### src/rtl/alu_fu.sv
// rtl/alu_fu.sv - multi-cycle ALU functional unit feeding one CDB lane (optional checks: ALU_FU_ASSERT_EN)
package alu_fu_pkg;
    typedef logic [31:0] word32_t;
    typedef enum logic [2:0] {
        NO_VAL = 3'd0,
        ALU_1  = 3'd1,
        ALU_2  = 3'd2,
        MUL_1  = 3'd3,
        LSU_1  = 3'd4
    } rs_tag_t;
    typedef enum logic [2:0] {
        ADDI = 3'd0,
        ADDR = 3'd1,
        SUBR = 3'd2,
        ORR  = 3'd3,
        XORR = 3'd4
    } alu_op_t;
    typedef struct packed {
        rs_tag_t tag;
        word32_t val;
    } cdb_t;
endpackage

module alu_fu
    import alu_fu_pkg::*;
#(
    parameter rs_tag_t TAG     = ALU_1,
    parameter int      LATENCY = 2
) (
    input  logic    clk_i,
    input  logic    reset_i,
    input  logic    start_i,
    input  alu_op_t alu_opcode_i,
    input  word32_t rs1_val_i,
    input  word32_t rs2_val_i,
    output logic    busy_o,
    output logic    cdb_req_o,
    input  logic    cdb_gnt_i,
    output cdb_t    cdb_o
);

    localparam logic [1:0] IDLE = 2'd0;
    localparam logic [1:0] EXEC = 2'd1;
    localparam logic [1:0] DONE = 2'd2;
    localparam logic [3:0] LAT_M1 = 4'(LATENCY - 1);

    logic [1:0] state_q;
    logic [3:0] cnt_q;
    alu_op_t    op_q;
    word32_t    rs1_q;
    word32_t    rs2_q;
    word32_t    result_q;

    // Unlisted encodings fall back to add so the unit never stalls on a bad opcode.
    function automatic word32_t alu_calc(alu_op_t op, word32_t a, word32_t b);
        case (op)
            SUBR:    return a - b;
            ORR:     return a | b;
            XORR:    return a ^ b;
            default: return a + b;
        endcase
    endfunction

    always_ff @(posedge clk_i or negedge reset_i) begin
        if (!reset_i) begin
            state_q  <= IDLE;
            cnt_q    <= 4'd0;
            op_q     <= ADDI;
            rs1_q    <= '0;
            rs2_q    <= '0;
            result_q <= '0;
        end else begin
            case (state_q)
                IDLE: begin
                    if (start_i) begin
                        op_q  <= alu_opcode_i;
                        rs1_q <= rs1_val_i;
                        rs2_q <= rs2_val_i;
                        if (LATENCY == 1) begin
                            result_q <= alu_calc(alu_opcode_i, rs1_val_i, rs2_val_i);
                            state_q  <= DONE;
                        end else begin
                            cnt_q   <= LAT_M1;
                            state_q <= EXEC;
                        end
                    end
                end
                EXEC: begin
                    // Only the captured operands feed the result; live inputs are ignored here.
                    if (cnt_q == 4'd1) begin
                        result_q <= alu_calc(op_q, rs1_q, rs2_q);
                        cnt_q    <= 4'd0;
                        state_q  <= DONE;
                    end else begin
                        cnt_q <= cnt_q - 4'd1;
                    end
                end
                DONE: begin
                    if (cdb_gnt_i) begin
                        state_q <= IDLE;
                    end
                end
                default: state_q <= IDLE;
            endcase
        end
    end

    assign busy_o    = (state_q != IDLE);
    assign cdb_req_o = (state_q == DONE);

    always_comb begin
        cdb_o.tag = NO_VAL;
        cdb_o.val = '0;
        if (state_q == DONE && cdb_gnt_i) begin
            cdb_o.tag = TAG;
            cdb_o.val = result_q;
        end
    end

`ifdef ALU_FU_ASSERT_EN
    always @(posedge clk_i) begin
        if (reset_i) begin
            if (start_i && state_q != IDLE)
                $error("alu_fu: start while busy");
            if (cdb_gnt_i && !cdb_req_o)
                $error("alu_fu: grant without request");
            if (start_i && state_q == IDLE && $isunknown({rs1_val_i, rs2_val_i}))
                $error("alu_fu: X operand");
        end
    end
`else
`endif

endmodule

### config.mk
export PLATFORM = sky130hd
export DESIGN_NAME = alu_fu
export DESIGN_NICKNAME = d
export VERILOG_FILES = /design/src/rtl/alu_fu.sv
export SDC_FILE = /design/constraint.sdc
export NUM_CORES = 1
export LEC_CHECK = 0
export CAP_MARGIN = 20
export CORE_AREA = 2 2 125 127
export DETAILED_ROUTE_END_ITERATION = 12
export DIE_AREA = 0 0 127 129
export PLACE_DENSITY_LB_ADDON = 0.25
export SETUP_SLACK_MARGIN = 0.5
export SLEW_MARGIN = 15
export SYNTH_ARGS = -nofsm -noshare
export SYNTH_HDL_FRONTEND = slang
export SYNTH_SLANG_ARGS = --single-unit
### constraint.sdc
create_clock -name clk_i -period 3.53 [get_ports clk_i]
set_input_delay 0.8825 -clock clk_i [delete_from_list [all_inputs] [get_ports clk_i]]
set_output_delay 0.8825 -clock clk_i [all_outputs]
set_load 0.05 [all_outputs]
* After elaboration in Yosys (flattened, before gate mapping)
Cells that the tools add are included. Widths: inputs -> output; s select.
Operators by class: bitwise operators 2, order comparisons 0, multiplexer cells 9, add/subtract/negate cells 3, shift operators 0, reductions and logical operators 8, multiply operators 0, div/mod/pow operators 0, equality and inequality tests 9
Operator list (count):
- $pmux 32 s3 | 1
- $mux 33 | 1
- $add 32x32->32 | 1
- $or 32x32->32 | 1
- $sub 32x32->32 | 1
- $xor 32x32->32 | 1
- $mux 4 | 2
- $pmux 4 s2 | 1
- $eq 3x2->1 const B | 2
- $mux 2 | 3
- $pmux 2 s3 | 1
- $reduce_and 2->1 | 3
- $eq 4x1->1 const B | 1
- $ne 2x2->1 const B | 2
- $reduce_bool 2->1 | 2
- $sub 4x1->4 const B | 1
- $eq 3x3->1 const B | 1
- $reduce_and 3->1 | 1
- $eq 2x1->1 const B | 1
- $eq 2x2->1 const B | 1
- $logic_not 2->1 | 1
- $ne 2x1->1 const B | 1
- $logic_and 1x1->1 | 1
Word-level totals: bits in latches 0, register bits after elaboration 105, logic and storage cells 37, output and inout bits 37, memory bits (read-only) 0, bits of input ports 71, memories kept 0, memory bits (writable) 0

* Logic depth before layout (Yosys ltp)
Gate-level depths: netlist (run 1).
depth in word-level cells 3, depth in mapped cells 17, gate-level depth less buffers 16

* Worst setup path after synthesis (run 1)
Ideal clock, no wire load.
path type reg-to-reg, start register rs2_q[7], end register result_q[25], cell stages (with the launch flop) 15, required time 3388 ps, buffers on the path 0, period minus slack after synthesis 3622 ps, library setup time 142 ps, setup slack -92 ps, arrival time 3480 ps, cell sequence dfrtp_1 or4_4 nor3_4 nand4_1 nor4_1 a31oi_1 xnor2_1 ha_1 a21oi_1 o21ai_0 o31ai_2 o21bai_1 a21oi_1 xor2_1 o221ai_1
On the way: cells in the longest elaborated chain, start to end 2, elaborated cells on any way between the ends 3, classes of those cells add/sub (2); mux (1)
RTL lines:
- from (decl) | RTL line 51 | word32_t rs2_q;
- from (signal assigned) | RTL line 78 | rs2_q <= rs2_val_i;
- $add 32x32->32 / $sub 32x32->32 (equally long branches) | RTL line 60, 57
- $pmux 32 s3 (*) | RTL line 56 | case (op)
- to (signal assigned) | RTL line 80 | result_q <= alu_calc(alu_opcode_i, rs1_val_i, rs2_val_i);
- to (signal assigned) | RTL line 91 | result_q <= alu_calc(op_q, rs1_q, rs2_q);
- to (decl) | RTL line 52 | word32_t result_q;
Mark *: on every way between the ends. The rest lies on a longest branch, timed or not. A chain may end at the register's enable or synchronous reset.

* Worst setup path after layout (run 1)
start register rs2_q[8], end register result_q[29]
The elaborated chain is that of the path after synthesis.

==> results of run 1 <==
## logic make-up (layout without fill, tap and decap cells)
family / after synthesis / count (layout) / synth area share
compound gates: 251 / 251 / 0.208
simple gates: 279 / 279 / 0.182
buf+inv: 120 / 339 / 0.0623
fa+ha+maj: 67 / 67 / 0.115
mux: 7 / 7 / 0.0100
other cells: 1 / 2 / 0.000508
flops: 105 / 105 / 0.356
xor+xnor: 56 / 56 / 0.0665
## area by class of cell
cell class	count	area share
sequential	105	0.241
inverter	78	0.0268
clock buffer	12	0.0235
clock inverter	4	0.00688
multi-input combinational	662	0.451
timing repair buffer	245	0.229
tap	188	0.0216
## path summary, 6_finish.rpt
kind,startpoint,to,cells past startpoint
min in group asynchronous,reset_i,rs1_q[15],1
hold / removal,result_q[6],result_q[6],2
setup / recovery,rs2_q[8],result_q[29],17
hold reg to reg,result_q[6],result_q[6],2
setup reg to reg,rs2_q[8],result_q[29],17
max in group asynchronous,reset_i,result_q[31],2
## layout by cell type, fill, tap and decap left out, types with 6 or more instances in the layout
cell type / instances
buf_6: 13
inv_1: 76
a21oi_1: 26
nand2_1: 119
nor2_1: 48
a221oi_1: 10
o31ai_4: 6
a21o_1: 11
dfrtp_1: 105
buf_4: 126
o21ai_1: 15
ha_1: 64
xnor2_1: 44
xor2_1: 8
o21ai_0: 95
nand4_1: 8
clkbuf_16: 9
nand3_1: 7
clkdlybuf4s50_1: 70
a21oi_2: 16
o21ai_2: 9
nand2b_1: 7
a221oi_2: 9
buf_12: 35
and3_1: 34
## critical path: stages (launching register included)
cell,delay (ns)
dfrtp_1,0.39
or4_4,0.57
buf_4,0.16
buf_6,0.12
o21ai_4,0.16
xnor2_2,0.08
ha_1,0.36
nand4_1,0.26
buf_4,0.24
o21ai_4,0.18
a31oi_4,0.12
a211oi_2,0.30
o31ai_2,0.08
buf_4,0.16
nor4b_4,0.28
o22ai_2,0.11
mux2i_1,0.16
nand2_1,0.06
## registers in the layout (all words and copies together) (netlist names)
register  cells
result_q     32
op_q          3
rs2_q        32
state_q       2
cnt_q         4
rs1_q        32
## routing by layer
layer,up-vias,wire length (um),GRT usage
met5,-,0,0
met4,0,656,0.0957
met1,3541,9740,0.347
li1,3511,-,-
met2,260,11500,0.462
met3,48,1140,0.0536
## synth_stat cells, types with 3 or more instances
cell      instances  area share
nand2_1         124       0.063
o21ai_0         122       0.083
dfrtp_1         105        0.36
inv_1            78       0.040
ha_1             66        0.11
nor2_1           52       0.026
xnor2_1          47       0.056
a21oi_1          44       0.030
clkbuf_1         39       0.020
and3_1           35       0.030
a221oi_1         20       0.024
a21o_1           11       0.011
nand3_1          10      0.0068
a31oi_1           9      0.0076
o31ai_1           9      0.0092
xor2_1            9       0.011
nand4_1           8      0.0068
nand2b_1          7      0.0059
nor3_1            7      0.0047
nor2b_1           6      0.0051
o21bai_1          5      0.0051
o221ai_1          5      0.0059
and2_1            4      0.0034
mux2i_1           4      0.0054
nor4_1            4      0.0034
o21a_1            4      0.0041
or3_1             4      0.0034
mux2_2            3      0.0046
nor3b_1           3      0.0031
o211ai_1          3      0.0031
## metrics by stage
stage | setup slack [ns] | instance area, um2 | setup TNS (ns)
floorplan | 0.0787 | 7440 | 0
global placement | -0.215 | 9640 | -2.10
detailed placement | -0.361 | 9640 | -3.88
CTS | -0.242 | 10500 | -2.17
global route | -0.524 | 10900 | -6.90
finish | -0.374 | 10900 | -3.75
## repair_timing
item                       CTS  global route
resized for setup           93            50
setup endpoints to repair   56            26
setup buffers               23            22
pin swaps                   74            55
cloned                       0             0
==> summary.txt, run 1 <==
Clocking
  • Clk buf depth: 2
  • Clock root cell: clkbuf_16
  • Clk_lat worst skew: 0.36 ns
  • CTS tree: yes
  • Post-CTS Hold Buffers: 0
  • Htree depth: 3
  • TritonCTS Buffers: 9
  • Clock-pin transition on the worst setup and hold timing paths: 0.07 ns
  • Clk sinks: 105

Placement
  • DP Wirelength: 15.3 mm
  • PortBufs: 105
  • GP Congestion: 0.903
  • DP Cell Count: 1233

Floorplan
  • Initial Util: 0.492
  • I/O Pins: 108
  • Core area: 15000 um2
  • Row count: 45
  • Total die area: 16400 um2
  • Die width: 127 um
  • Die height: 129 um

Route
  • Vias: 7360
  • Antenna-violating nets left: 0
  • 1st-iter DRT viols: 437
  • Drt total wl: 23.0 mm
  • Per-cell via count in the routed design: 5.69
  • DRC viols: 0
  • Routed length per instance: 17.8 um
  • First-pass detailed-route iteration total: 5

Worst setup path
  • R2r setup slk: -0.37 ns
  • WS Path Type: reg2reg
  • CP startpoint kind: flop
  • Worst Path Arrival: 4.15 ns
  • CP max FO: 5
  • CP Capture Type: flop
  • Critical Path RT: 3.78 ns

Finish
  • Number of fill cells: 1059
  • Area grow syn2layout: 47.9%
  • Final Core Density: 0.729
  • Multi-input logic area: 4920 um2
  • Register area: 2630 um2
  • Layout cells sized above 1: 0.274
  • Diodes inserted: 0
  • Nets: 1239
  • Final cell count without fillers: 1294

Timing
  • Worst Max-Slew Pin Slew: 0.722 ns
  • Final setup viols: 18
  • Min Tclk post-route: 3.90 ns
  • Slew headroom: 0.518
  • RSZ-0062 raised after global routing: yes
  • Hold Violations, Final: 0
  • Final cycle utilization of the critical path: 1.11
  • Final hold slack: 0.479 ns
  • Clock Skew: 0.00692 ns
  • Final Max Tran Viols: 0
  • Fmax: 0.256 GHz
  • PnR worst setup slack: -0.374 ns

Hold path
  • Hold Path Class: reg2reg

Synthesis
  • Ys Warns: 0
  • Seq cells post-synth: 105
  • Dominant synthesized flop cell: dfrtp_1
  • Register area share after synthesis: 0.356
  • Avg Cell Area, Syn: 8.32 um2
  • Post-Syn Area: 7380 um2
  • Synth Instances: 886
  • Post-synth EDFFs: 0
  • Post-synth cell types: 61
  • Asr flop ratio synth: 1.00

GRT
  • Global-route wire length before repair: 35.4 mm
  • Initial antenna violation count: 0
  • Number of global-route vias before repair: 7152
  • Total track usage: 0.272
  • Overflow after GRT: 0
  • Largest net degree at the start of global routing: 62

Run status
  • Failing checks: setup timing
  • Status: finished, violations left

Run
  • Max Cap Violations: 0
Power of run 1 is left out: the tool's default activity adds up to more than one toggle a clock period on the data nets, which glitch-free logic cannot reach.
==> run 2: changes to the inputs <==
- REMOVE_ABC_BUFFERS: not set -> 1
==> run 2 against run 1 <==
Compared with the run above: maximum frequency is essentially flat; highest routed layer unchanged; worst hold slack lost 0.0020 ns; register-to-register slack is essentially flat; final area grew 0.79%; the run still ends with setup timing left; critical endpoint is now result_q[23]; die area is the same; non-clock buffer count grew 5; worst setup slack is essentially flat; core utilization grew 0.58 points; global-route usage grew 0.62 points; clock-buffer cell count shrank 3.
==> summary.txt, run 2 (synthesis gave the netlist of run 1 again) <==
Route
  • Per-cell via count in the routed design: 5.73 (+0.70%)
  • Drt total wl: 23.2 mm (+0.83%)
  • Vias: 7440 (+1.1%)
  • 1st-iter DRT viols: 465 (+6.4%)
  • Antenna-violating nets left: 0 (unchanged)
  • DRC viols: 0 (unchanged)
  • Routed length per instance: 17.9 um (+0.45%)
  • First-pass detailed-route iteration total: 5 (unchanged)

Clocking
  • Clk_lat worst skew: 0.37 ns (about the same)
  • Htree depth: 3 (unchanged)
  • Clk buf depth: 2 (unchanged)
  • Clock-pin transition on the worst setup and hold timing paths: 0.08 ns (about the same)
  • Clk sinks: 105 (unchanged)
  • CTS tree: yes
  • TritonCTS Buffers: 9 (unchanged)
  • Clock root cell: clkbuf_16

Timing
  • Fmax: 0.256 GHz (about the same)
  • Final hold slack: 0.477 ns (-0.00195 ns)
  • RSZ-0062 raised after global routing: yes
  • Clock Skew: 0.0108 ns (+0.00389 ns)
  • Final Max Tran Viols: 0 (unchanged)
  • Final setup viols: 17 (-1)
  • Worst Max-Slew Pin Slew: 0.672 ns (-0.0504 ns)
  • Min Tclk post-route: 3.90 ns (-0.0000860 ns)
  • Slew headroom: 0.552 (+0.0342)
  • Hold Violations, Final: 0 (unchanged)
  • Final cycle utilization of the critical path: 1.11 (about the same)
  • PnR worst setup slack: -0.374 ns (+0.0000860 ns)
  • Total negative slack: -4.35 ns (-0.607 ns)

Worst setup path
  • CP max FO: 5 (unchanged)
  • Crit-path slowest cell: or4_4
  • Crit-path cells: or4_4 -> buf_4 -> buf_6 -> o31ai_4 -> xnor2_1 -> ha_1 -> nand4_1 -> o21ai_2 -> nor2_1 -> o21a_1 -> o31ai_2 -> a21oi_1 -> buf_4 -> buf_4 -> xnor2_2 -> a221oi_2 -> o21ai_1
  • CP startpoint kind: flop
  • Slowest stage delay, CP: 0.57 ns (about the same)
  • Critical Path RT: 3.78 ns (about the same)
  • R2r setup slk: -0.37 ns (about the same)
  • WS Path Type: reg2reg
  • Crit path top cell by count: buf_4
  • CP Capture Type: flop
  • Worst Path Arrival: 4.15 ns (about the same)

GRT
  • Largest net degree at the start of global routing: 62 (unchanged)
  • Overflow after GRT: 0 (unchanged)
  • Global-route wire length before repair: 36.3 mm (+2.5%)
  • Initial antenna violation count: 0 (unchanged)
  • Number of global-route vias before repair: 7414 (+3.7%)
  • Total track usage: 0.278 (+0.00618)

Run
  • Max Cap Violations: 0 (unchanged)

Finish
  • Register area: 2630 um2 (unchanged)
  • Post-route cell area: 11000 um2 (+0.79%)
  • Area grow syn2layout: 49.1%
  • Number of fill cells: 1084 (+2.4%)
  • Final cell count without fillers: 1299 (+0.39%)
  • Multi-input logic area: 4950 um2 (+0.64%)
  • Diodes inserted: 0 (unchanged)
  • Most common cell after layout, fill and taps aside: buf_4
  • Layout cells sized above 1: 0.277 (+0.00327)
  • Nets: 1244 (+0.40%)
  • Most frequent cells in the layout: buf_4 (128), nand2_1 (118), dfrtp_1 (105)
  • Top Registers: result_q (32), rs1_q (32), rs2_q (32)

Placement
  • DP Area: 9730 um2 (+0.92%)
  • DP Wirelength: 15.8 mm (+3.4%)
  • DP Cell Count: 1252 (+1.5%)
  • PortBufs: 105 (unchanged)
  • GP Congestion: 0.968 (+7.1%)

Run status
  • Failing checks: setup timing
  • Status: finished, violations left

Floorplan
  • I/O Pins: 108 (unchanged)
  • Initial Util: 0.492 (unchanged)
  • Core area: 15000 um2 (unchanged)
  • Row count: 45 (unchanged)
  • Total die area: 16400 um2 (unchanged)
  • Die height: 129 um (unchanged)
  • Die width: 127 um (unchanged)

Hold path
  • Hold Path Class: reg2reg
[run 2: cell types whose count changed in the layout (fill, tap and decap cells not counted), sizes merged]
cell / change
buf: +5
inv: +4
clkbuf: -3
bufinv: -1
[run 2: what timing repair did]
action                     4_1_cts  5_1_grt
pin swaps                       57       48
buffers inserted                20       10
setup endpoints to repair       27       49
hold endpoints to repair         0        0
hold buffers                     0        0
resized for setup               83       82
[run 2: path summary, 6_finish.rpt]
path	from	to	cells after the start
worst max register to register	rs2_q[8]	result_q[23]	17
worst min register to register	result_q[21]	result_q[21]	2
worst max-delay path	rs2_q[8]	result_q[23]	17
max in group asynchronous	reset_i	rs1_q[9]	2
worst min-delay path	result_q[21]	result_q[21]	2
min in group asynchronous	reset_i	cnt_q[3]	1
[run 2: cell type report]
class,count,share of cell area
multi-input cells,662,0.450
flip-flops and latches,105,0.239
repair buffers,250,0.234
inverters,78,0.0270
well taps,188,0.0214
clock buffers,9,0.0205
clock inverters,7,0.00762
[run 2: critical path: cells and delay by family, from the launching register on]
family	cells	cell delay [ns]
flops	1	0.40
simple gates	3	0.92
fa+ha+maj	1	0.38
compound gates	7	1.29
buf+inv	4	0.56
xor+xnor	2	0.22
[run 2: metrics by stage]
step | utilization | worst slack (ns)
after global placement | 0.649 | -0.354
after detailed placement | 0.649 | -0.469
after floorplan | - | -1.54
final | 0.734 | -0.374
after CTS | 0.703 | -0.292
after global routing | 0.734 | -0.578
[run 2: per-layer routing]
metal | GRT usage | vias to the layer above | share of wire
met5 | 0 | - | 0
met4 | 0.0840 | 0 | 0.024
met3 | 0.0532 | 54 | 0.049
met2 | 0.491 | 239 | 0.51
met1 | 0.346 | 3623 | 0.42
li1 | - | 3524 | -
Power of run 2 is left out for the same reason.
